==> src/rtl/alu_mul_seq_pkg.sv <==
// Shared definitions for the multiply sequencer and the main control unit.
package alu_mul_seq_pkg;

    // Sequencer states
    typedef enum logic [2:0] {
        ST_IDLE   = 3'd0,
        ST_PREA   = 3'd1,
        ST_PREB   = 3'd2,
        ST_MUL    = 3'd3,
        ST_POSTLO = 3'd4,
        ST_POSTHI = 3'd5,
        ST_DONE   = 3'd6
    } mul_state_e;

    // Shared ALU control encodings
    localparam logic [3:0] ALU_ADD = 4'b0000;
    localparam logic [3:0] ALU_SUB = 4'b0100;

    // Shift-add iteration count
    localparam int MUL_ITERS = 32;

endpackage

==> src/rtl/alu_mul_seq.sv <==
// Multi-cycle MULT/MULTU sequencer that borrows the EX-stage ALU for every
// add and negate step, stalling the pipeline while it owns the ALU.
module alu_mul_seq
    import alu_mul_seq_pkg::*;
(
    input  logic        clk,
    input  logic        rst,
    input  logic        start,
    input  logic        signed_op,
    input  logic [31:0] opa,
    input  logic [31:0] opb,
    input  logic [31:0] ex_a,
    input  logic [31:0] ex_b,
    input  logic [3:0]  ex_aluc,
    output logic [31:0] alu_a,
    output logic [31:0] alu_b,
    output logic [3:0]  alu_aluc,
    input  logic [31:0] alu_r,
    output logic [31:0] hi,
    output logic [31:0] lo,
    output logic        busy,
    output logic        done,
    output logic        stall
);

    localparam logic [4:0] CNT_LAST = 5'(MUL_ITERS - 1);

    mul_state_e  state_q, state_d;
    logic [31:0] m_q, m_d;
    logic [31:0] pl_q, pl_d;
    logic [31:0] ph_q, ph_d;
    logic [4:0]  cnt_q, cnt_d;
    logic        sa_q, sa_d;
    logic        sb_q, sb_d;
    logic        sgn_q, sgn_d;
    logic        z_q, z_d;
    logic [31:0] hi_q, hi_d;
    logic [31:0] lo_q, lo_d;
    logic        neg;
    logic        carry;

    // Product sign: negate the magnitude product when exactly one operand was negative
    assign neg = sa_q ^ sb_q;

    assign hi    = hi_q;
    assign lo    = lo_q;
    assign busy  = (state_q != ST_IDLE);
    assign done  = (state_q == ST_DONE);
    assign stall = ((state_q == ST_IDLE) && start) ||
                   ((state_q != ST_IDLE) && (state_q != ST_DONE));

    // State and datapath registers; reset aborts any operation in flight
    always_ff @(posedge clk or posedge rst) begin
        if (rst) begin
            state_q <= ST_IDLE;
            m_q     <= '0;
            pl_q    <= '0;
            ph_q    <= '0;
            cnt_q   <= '0;
            sa_q    <= 1'b0;
            sb_q    <= 1'b0;
            sgn_q   <= 1'b0;
            z_q     <= 1'b0;
            hi_q    <= '0;
            lo_q    <= '0;
        end else begin
            state_q <= state_d;
            m_q     <= m_d;
            pl_q    <= pl_d;
            ph_q    <= ph_d;
            cnt_q   <= cnt_d;
            sa_q    <= sa_d;
            sb_q    <= sb_d;
            sgn_q   <= sgn_d;
            z_q     <= z_d;
            hi_q    <= hi_d;
            lo_q    <= lo_d;
        end
    end

    // ALU operand ownership: pass the pipeline through in IDLE/DONE, drive it otherwise.
    // Kept apart from the next-state logic so alu_r never feeds back into alu_* here.
    always_comb begin
        alu_a    = ex_a;
        alu_b    = ex_b;
        alu_aluc = ex_aluc;
        unique case (state_q)
            ST_PREA: begin
                alu_a    = '0;
                alu_b    = m_q;
                alu_aluc = sa_q ? ALU_SUB : ALU_ADD;
            end
            ST_PREB: begin
                alu_a    = '0;
                alu_b    = pl_q;
                alu_aluc = sb_q ? ALU_SUB : ALU_ADD;
            end
            ST_MUL: begin
                alu_a    = ph_q;
                alu_b    = pl_q[0] ? m_q : '0;
                alu_aluc = ALU_ADD;
            end
            ST_POSTLO: begin
                alu_a    = '0;
                alu_b    = pl_q;
                alu_aluc = neg ? ALU_SUB : ALU_ADD;
            end
            ST_POSTHI: begin
                // High word of a 64-bit negate is ~PH plus the borrow from the low word
                alu_a    = neg ? ~ph_q : ph_q;
                alu_b    = neg ? {31'b0, z_q} : '0;
                alu_aluc = ALU_ADD;
            end
            default: begin
                alu_a    = ex_a;
                alu_b    = ex_b;
                alu_aluc = ex_aluc;
            end
        endcase
    end

    // Next-state and datapath updates from the shared ALU result
    always_comb begin
        state_d = state_q;
        m_d     = m_q;
        pl_d    = pl_q;
        ph_d    = ph_q;
        cnt_d   = cnt_q;
        sa_d    = sa_q;
        sb_d    = sb_q;
        sgn_d   = sgn_q;
        z_d     = z_q;
        hi_d    = hi_q;
        lo_d    = lo_q;
        carry   = 1'b0;
        unique case (state_q)
            ST_IDLE: begin
                if (start) begin
                    m_d     = opa;
                    pl_d    = opb;
                    ph_d    = '0;
                    cnt_d   = '0;
                    sa_d    = opa[31] & signed_op;
                    sb_d    = opb[31] & signed_op;
                    sgn_d   = signed_op;
                    state_d = signed_op ? ST_PREA : ST_MUL;
                end
            end
            ST_PREA: begin
                m_d     = alu_r;
                state_d = ST_PREB;
            end
            ST_PREB: begin
                pl_d    = alu_r;
                state_d = ST_MUL;
            end
            ST_MUL: begin
                // Wrapped sum is smaller than PH exactly when the add carried out
                carry = (alu_r < ph_q);
                ph_d  = {carry, alu_r[31:1]};
                pl_d  = {alu_r[0], pl_q[31:1]};
                cnt_d = cnt_q + 5'd1;
                if (cnt_q == CNT_LAST) begin
                    if (sgn_q) begin
                        state_d = ST_POSTLO;
                    end else begin
                        hi_d    = {carry, alu_r[31:1]};
                        lo_d    = {alu_r[0], pl_q[31:1]};
                        state_d = ST_DONE;
                    end
                end
            end
            ST_POSTLO: begin
                pl_d    = alu_r;
                z_d     = (pl_q == 32'd0);
                state_d = ST_POSTHI;
            end
            ST_POSTHI: begin
                hi_d    = alu_r;
                lo_d    = pl_q;
                state_d = ST_DONE;
            end
            ST_DONE: begin
                state_d = ST_IDLE;
            end
            default: begin
                state_d = ST_IDLE;
            end
        endcase
    end

endmodule

==> config.mk <==
export PLATFORM = sky130hd
export DESIGN_NAME = alu_mul_seq
export DESIGN_NICKNAME = d
export VERILOG_FILES = /design/src/rtl/alu_mul_seq_pkg.sv /design/src/rtl/alu_mul_seq.sv
export SDC_FILE = /design/constraint.sdc
export NUM_CORES = 1
export LEC_CHECK = 0
export ABC_AREA = 1
export CAP_MARGIN = 25
export CORE_ASPECT_RATIO = 0.9
export CORE_MARGIN = 3
export CORE_UTILIZATION = 48
export DETAILED_ROUTE_END_ITERATION = 6
export GPL_ROUTABILITY_DRIVEN = 0
export HOLD_SLACK_MARGIN = 0.05
export PLACE_DENSITY_LB_ADDON = 0.08
export SLEW_MARGIN = 20
export SYNTH_ARGS = -nofsm -noshare
export SYNTH_HDL_FRONTEND = slang
export SYNTH_SLANG_ARGS = --single-unit
==> constraint.sdc <==
create_clock -name clk -period 7.4 [get_ports clk]
set_input_delay 2.22 -clock clk [delete_from_list [all_inputs] [get_ports clk]]
set_output_delay 2.22 -clock clk [all_outputs]
set_load 0.01 [all_outputs]
==> results of run 1 <==
## synthesized netlist by cell type, types with 4 or more instances
master and number:
a211oi_1 47, a31oi_2 40, nor4_1 8, a21oi_1 50, dfrtp_1 172, nor3_1 33
ha_1 33, nor2_1 118, nand3_1 7, buf_6 5, clkbuf_1 45, o211ai_1 4
inv_1 150, a31oi_1 24, inv_2 6, nand2_1 334, buf_4 4, o21ai_1 7
buf_2 24, o221ai_1 30, o21ai_0 48, o22ai_1 65
## area by class of cell
class / count / area [um^2] / area share
Sequential cell: 172 / 4300 / 0.314
Timing Repair Buffer: 319 / 3170 / 0.232
Clock inverter: 14 / 115 / 0.00840
Tap cell: 255 / 319 / 0.0233
Multi-Input combinational cell: 867 / 4770 / 0.348
Clock buffer: 18 / 429 / 0.0313
Inverter: 157 / 597 / 0.0435
## stage by stage
stage	instance area, um^2	power (mW)	util	instances	setup slack [ns]
2_1_floorplan	10000	4.09	-	1277	0.520
3_3_place_gp	13100	5.74	0.649	1768	1.64
3_5_place_dp	13100	5.82	0.649	1768	1.60
4_1_cts	13700	6.68	0.675	1800	1.47
5_1_grt	13700	7.20	0.677	1802	1.27
6_report	13700	6.69	0.677	1802	1.38
## metal layers
| metal | vias up | wire, um |
|---|---|---|
| met5 | - | 31 |
| met3 | 64 | 2770 |
| li1 | 4845 | - |
| met1 | 4725 | 14200 |
| met4 | 4 | 871 |
| met2 | 452 | 16700 |
## registers in the layout, indices dropped and copies added (netlist names)
register and flops:
cnt_q 5, hi 32, lo 32, m_q 32, ph_q 32, pl_q 32, sa_q 1, sb_q 1
sgn_q 1, state_q 3, z_q 1
## worst paths after layout
path	from	endpoint	slack, ns	cells after the start
max	state_q[0]	alu_a[1]	1.38	10
min	z_q	z_q	0.51	2
max reg2reg	state_q[0]	lo[11]	3.72	10
min reg2reg	z_q	z_q	0.51	2
max in group asynchronous	rst	m_q[16]	3.94	3
min in group asynchronous	rst	hi[8]	2.28	2
## power by group
group / leakage [nW] / switching [mW] / total [mW] / internal [mW]
clock network: 0.257 / 0.406 / 0.842 / 0.435
logic: 3.94 / 2.31 / 4.12 / 1.81
registers: 1.99 / 0.325 / 1.73 / 1.41
total: 6.19 / 3.05 / 6.69 / 3.65
## critical path, cell delays in order (launching register included)
cell             delay, ns
dfrtp_1               0.46
inv_1                 0.08
nor2_2                0.23
nand2_2               0.45
nor2_1                0.47
clkinv_1              0.46
buf_16                0.31
nand2_1               0.08
o21ai_0               0.15
nand2_1               0.11
clkdlybuf4s50_1       0.53
## logic make-up after synthesis
family,share of synthesized area
flip-flops,0.430
AND/OR/NAND/NOR,0.203
AO/OA/AOI/OAI,0.228
XOR/XNOR,0.000874
buffers and inverters,0.0974
adder cells (fa/ha/maj),0.0412
==> metrics, run 1 <==
outcome=finished clean; H-tree levels=4; CTS sink count=172; TritonRoute pass-1 iters=5; global-route wire length before repair=53800 um; Die Height=143 um; CTS tree=done; Boundary Pins=303; Setup Skew=0.0172 ns; final setup fails=0; PD cells=488 nW/um^2; Worst VDD drop=498 uV; Clock Latency Late Sink=0.44 ns; register area share after synthesis=0.430; Worst Path Arrival=3.80 ns; Hold Worst Slack=0.507 ns; diode count=0; clk slew on worst S/H paths=0.07 ns; Num CTS Buffers=17; Post-CTS Resized=0; Synth Area per Inst=7.85 um^2; RSZ-0062 raised after global routing=false; met2 Resource Use GR=0.513; final WL=34600 um; First DRT Iteration DRCs=714; Synth async-reset ratio=1.00; Site Rows=49; busiest grt layer=met2; met1 Usage GRT=0.397; Fmax=166 MHz; initial antenna violation count=2; DR DRC count=0; Slew Limit Fails=0; HPWL after DPL=25000 um; top cells by area, synth=dfrtp_1 (43%), nand2_1 (13%), inv_1 (5.6%); most common cell after layout, fill and taps aside=nand2_1; share of cells above drive strength 1=0.0705; global route overflow=0; Gate Count Post-Synth=1277; max_slew headroom=0.422; gr usage total=0.305; startpoint types=flop; Synth-to-Final Area Change=36.8%; Hold Vio Cnt, Final=0; EDFF count, synth=0; vias in the first global route=9758; Worst Path Max Fanout=27; ys flop type=dfrtp_1; DIE AREA=22600 um^2; port buffer count=302; Post-CTS Setup Repair Bufs=0; pin slew with the least headroom to its limit=0.867 ns; root buf cell=clkbuf_16; met3 global-route usage=0.0627; hold buffers post-CTS=0; mapped cell area=10000 um^2; commonest non-fill, non-tap cells in the layout=nand2_1 (332), clkdlybuf4s50_1 (302), dfrtp_1 (172); Synth cell types=37; critical path type=flop to output pin; post-synth top area share=0.430; post-synth top area cell=dfrtp_1; Routed Antenna Nets=0; YS warnings=0; post-synthesis register bit count=172; Final TNS setup=0 ns; nets=1735; core box area=20200 um^2; Crit path required time=5.18 ns; DR vias=10100; Starting Density=0.495; crit path capture type=output pin; filler cell count=1726; Via density=5.60; # Max-Cap Violations=0; Die Span X=158 um; Hold Path Class=flop to flop; wire per inst=19.2 um; leakage=6.19 nW; crit share post-route=0.813; Tmin final=6.02 ns; Syn Nets=1478; largest net degree at the start of global routing=76; CTS Buffer Depth=2
No activity file was read; power rests on OpenSTA's default activity.
==> run 2: changes to the inputs <==
==> constraint.sdc (replaced) <==
create_clock -name clk -period 5.85 [get_ports clk]
set_input_delay 1.755 -clock clk [delete_from_list [all_inputs] [get_ports clk]]
set_output_delay 1.755 -clock clk [all_outputs]
set_load 0.01 [all_outputs]
==> run 2 against run 1 <==
Net effect: core utilization rose by 0.15 points; critical path depth fell by 3; highest routed layer unchanged; hold slack got worse by 0.0058 ns; clock skew fell by 0.0062 ns; total power rose by 27%; combinational power rose by 26%; die area did not move; sequential share of layout area fell by 0.072 points.
==> metrics, run 2 (synthesized netlist as in run 1, its figures left out) <==
share of cells above drive strength 1=0.0705; root buf cell=clkbuf_16; Worst Path Arrival=3.44 ns; RSZ-0062 raised after global routing=false; port buffer count=302; final WL=34200 um; critical path type=flop to output pin; largest net degree at the start of global routing=173; Starting Density=0.495; Synth-to-Final Area Change=37.1%; clk slew on worst S/H paths=0.07 ns; Fmax=192 MHz; wire per inst=19.0 um; HPWL after DPL=24600 um; dpl ws=1.01 ns; CTS Buffer Depth=2; CTS tree=done; PD cells=618 nW/um^2; Die Height=143 um; flip-flop and latch area=4300 um^2; crit path capture type=output pin; Post-CTS Resized=0; pin slew with the least headroom to its limit=1.07 ns; hold buffers post-CTS=0; crit path cell chain=nor2_1, nand2_1, nand2_1, clkinv_1, buf_4, o221ai_1, clkdlybuf4s50_1; commonest non-fill, non-tap cells in the layout=nand2_1 (332), clkdlybuf4s50_1 (302), dfrtp_1 (172); most common cell after layout, fill and taps aside=nand2_1; Final TNS setup=0 ns; crit path max-delay cell type=clkdlybuf4s50_1; # Max-Cap Violations=0; max_slew headroom=0.287; Slew Limit Fails=0; filler cell count=1742; initial antenna violation count=2; Clock Latency Late Sink=0.43 ns; Site Rows=49; DR vias=10100; Routed Antenna Nets=0; CP startpoint=state_q[1]; Worst VDD drop=406 uV; TritonRoute pass-1 iters=5; final setup fails=0; CTS sink count=172; most frequent CP cell=nand2_1; Tmin final=5.20 ns; leakage=6.20 nW; Die Span X=158 um; Via density=5.60; global route overflow=0; Num CTS Buffers=17; Post-CTS Setup Repair Bufs=0; Final Core Density=0.679; vias in the first global route=9837; Hold Path Class=flop to flop; DR DRC count=0; worst hold start=sgn_q; outcome=finished clean; nets=1735; core box area=20200 um^2; H-tree levels=4; final worst setup slack=0.654 ns; Setup Skew=0.0109 ns; Crit path required time=4.09 ns; Critical Path Max Stage Delay=0.60 ns; Reg-to-Reg Start=state_q[2]; First DRT Iteration DRCs=967; diode count=0; gr usage total=0.300; area of the multi-input gates=4770 um^2; Boundary Pins=303; Worst Path Max Fanout=37; crit share post-route=0.888; global-route wire length before repair=53300 um; DIE AREA=22600 um^2; Hold Vio Cnt, Final=0; startpoint types=flop
-- run 2: worst paths after layout --
| kind | end | slack [ns] | depth (start not counted) |
|---|---|---|---|
| setup / recovery | alu_b[14] | 0.65 | 7 |
| hold / removal | sgn_q | 0.50 | 2 |
| setup reg to reg | hi[27] | 2.60 | 11 |
| hold reg to reg | sgn_q | 0.50 | 2 |
| max in group asynchronous | ph_q[28] | 3.14 | 3 |
| min in group asynchronous | hi[6] | 1.82 | 3 |
-- run 2: routing by layer --
| metal | track usage | share of wire | vias to the layer above |
|---|---|---|---|
| met4 | 0.0946 | 0.027 | 2 |
| met1 | 0.391 | 0.41 | 4735 |
| met5 | 0 | 0.00023 | - |
| met2 | 0.504 | 0.48 | 461 |
| met3 | 0.0633 | 0.083 | 60 |
| li1 | - | - | 4831 |
-- run 2: power breakdown --
part	internal [mW]	leakage, nW	switching (mW)
clock network	0.611	0.272	0.505
registers	1.78	1.99	0.400
logic	2.28	3.94	2.91
total	4.68	6.20	3.82
-- run 2: cell type report --
type / count / area share
inverter: 157 / 0.0434
sequential: 172 / 0.313
clock buffer: 19 / 0.0330
timing repair buffer: 319 / 0.232
multi-input combinational: 867 / 0.347
tap: 255 / 0.0232
clock inverter: 12 / 0.00838
-- run 2: stage by stage --
step           total power [mW]  area [um^2]  std cells  hold slack, ns
6_report                   8.49        13700       1801           0.501
5_1_grt                    9.14        13700       1801           0.540
4_1_cts                    8.50        13700       1800           0.500
3_5_place_dp               7.36        13100       1769           0.483
3_3_place_gp               7.27        13100       1769           0.481
2_1_floorplan              5.18        10000       1277           0.452
-- run 2: worst max-delay path: cells and delay by family, from the launching register on --
family          cells  cell delay, ns
compound gates      1            0.30
buf+inv             3            1.51
flops               1            0.47
simple gates        3            0.72
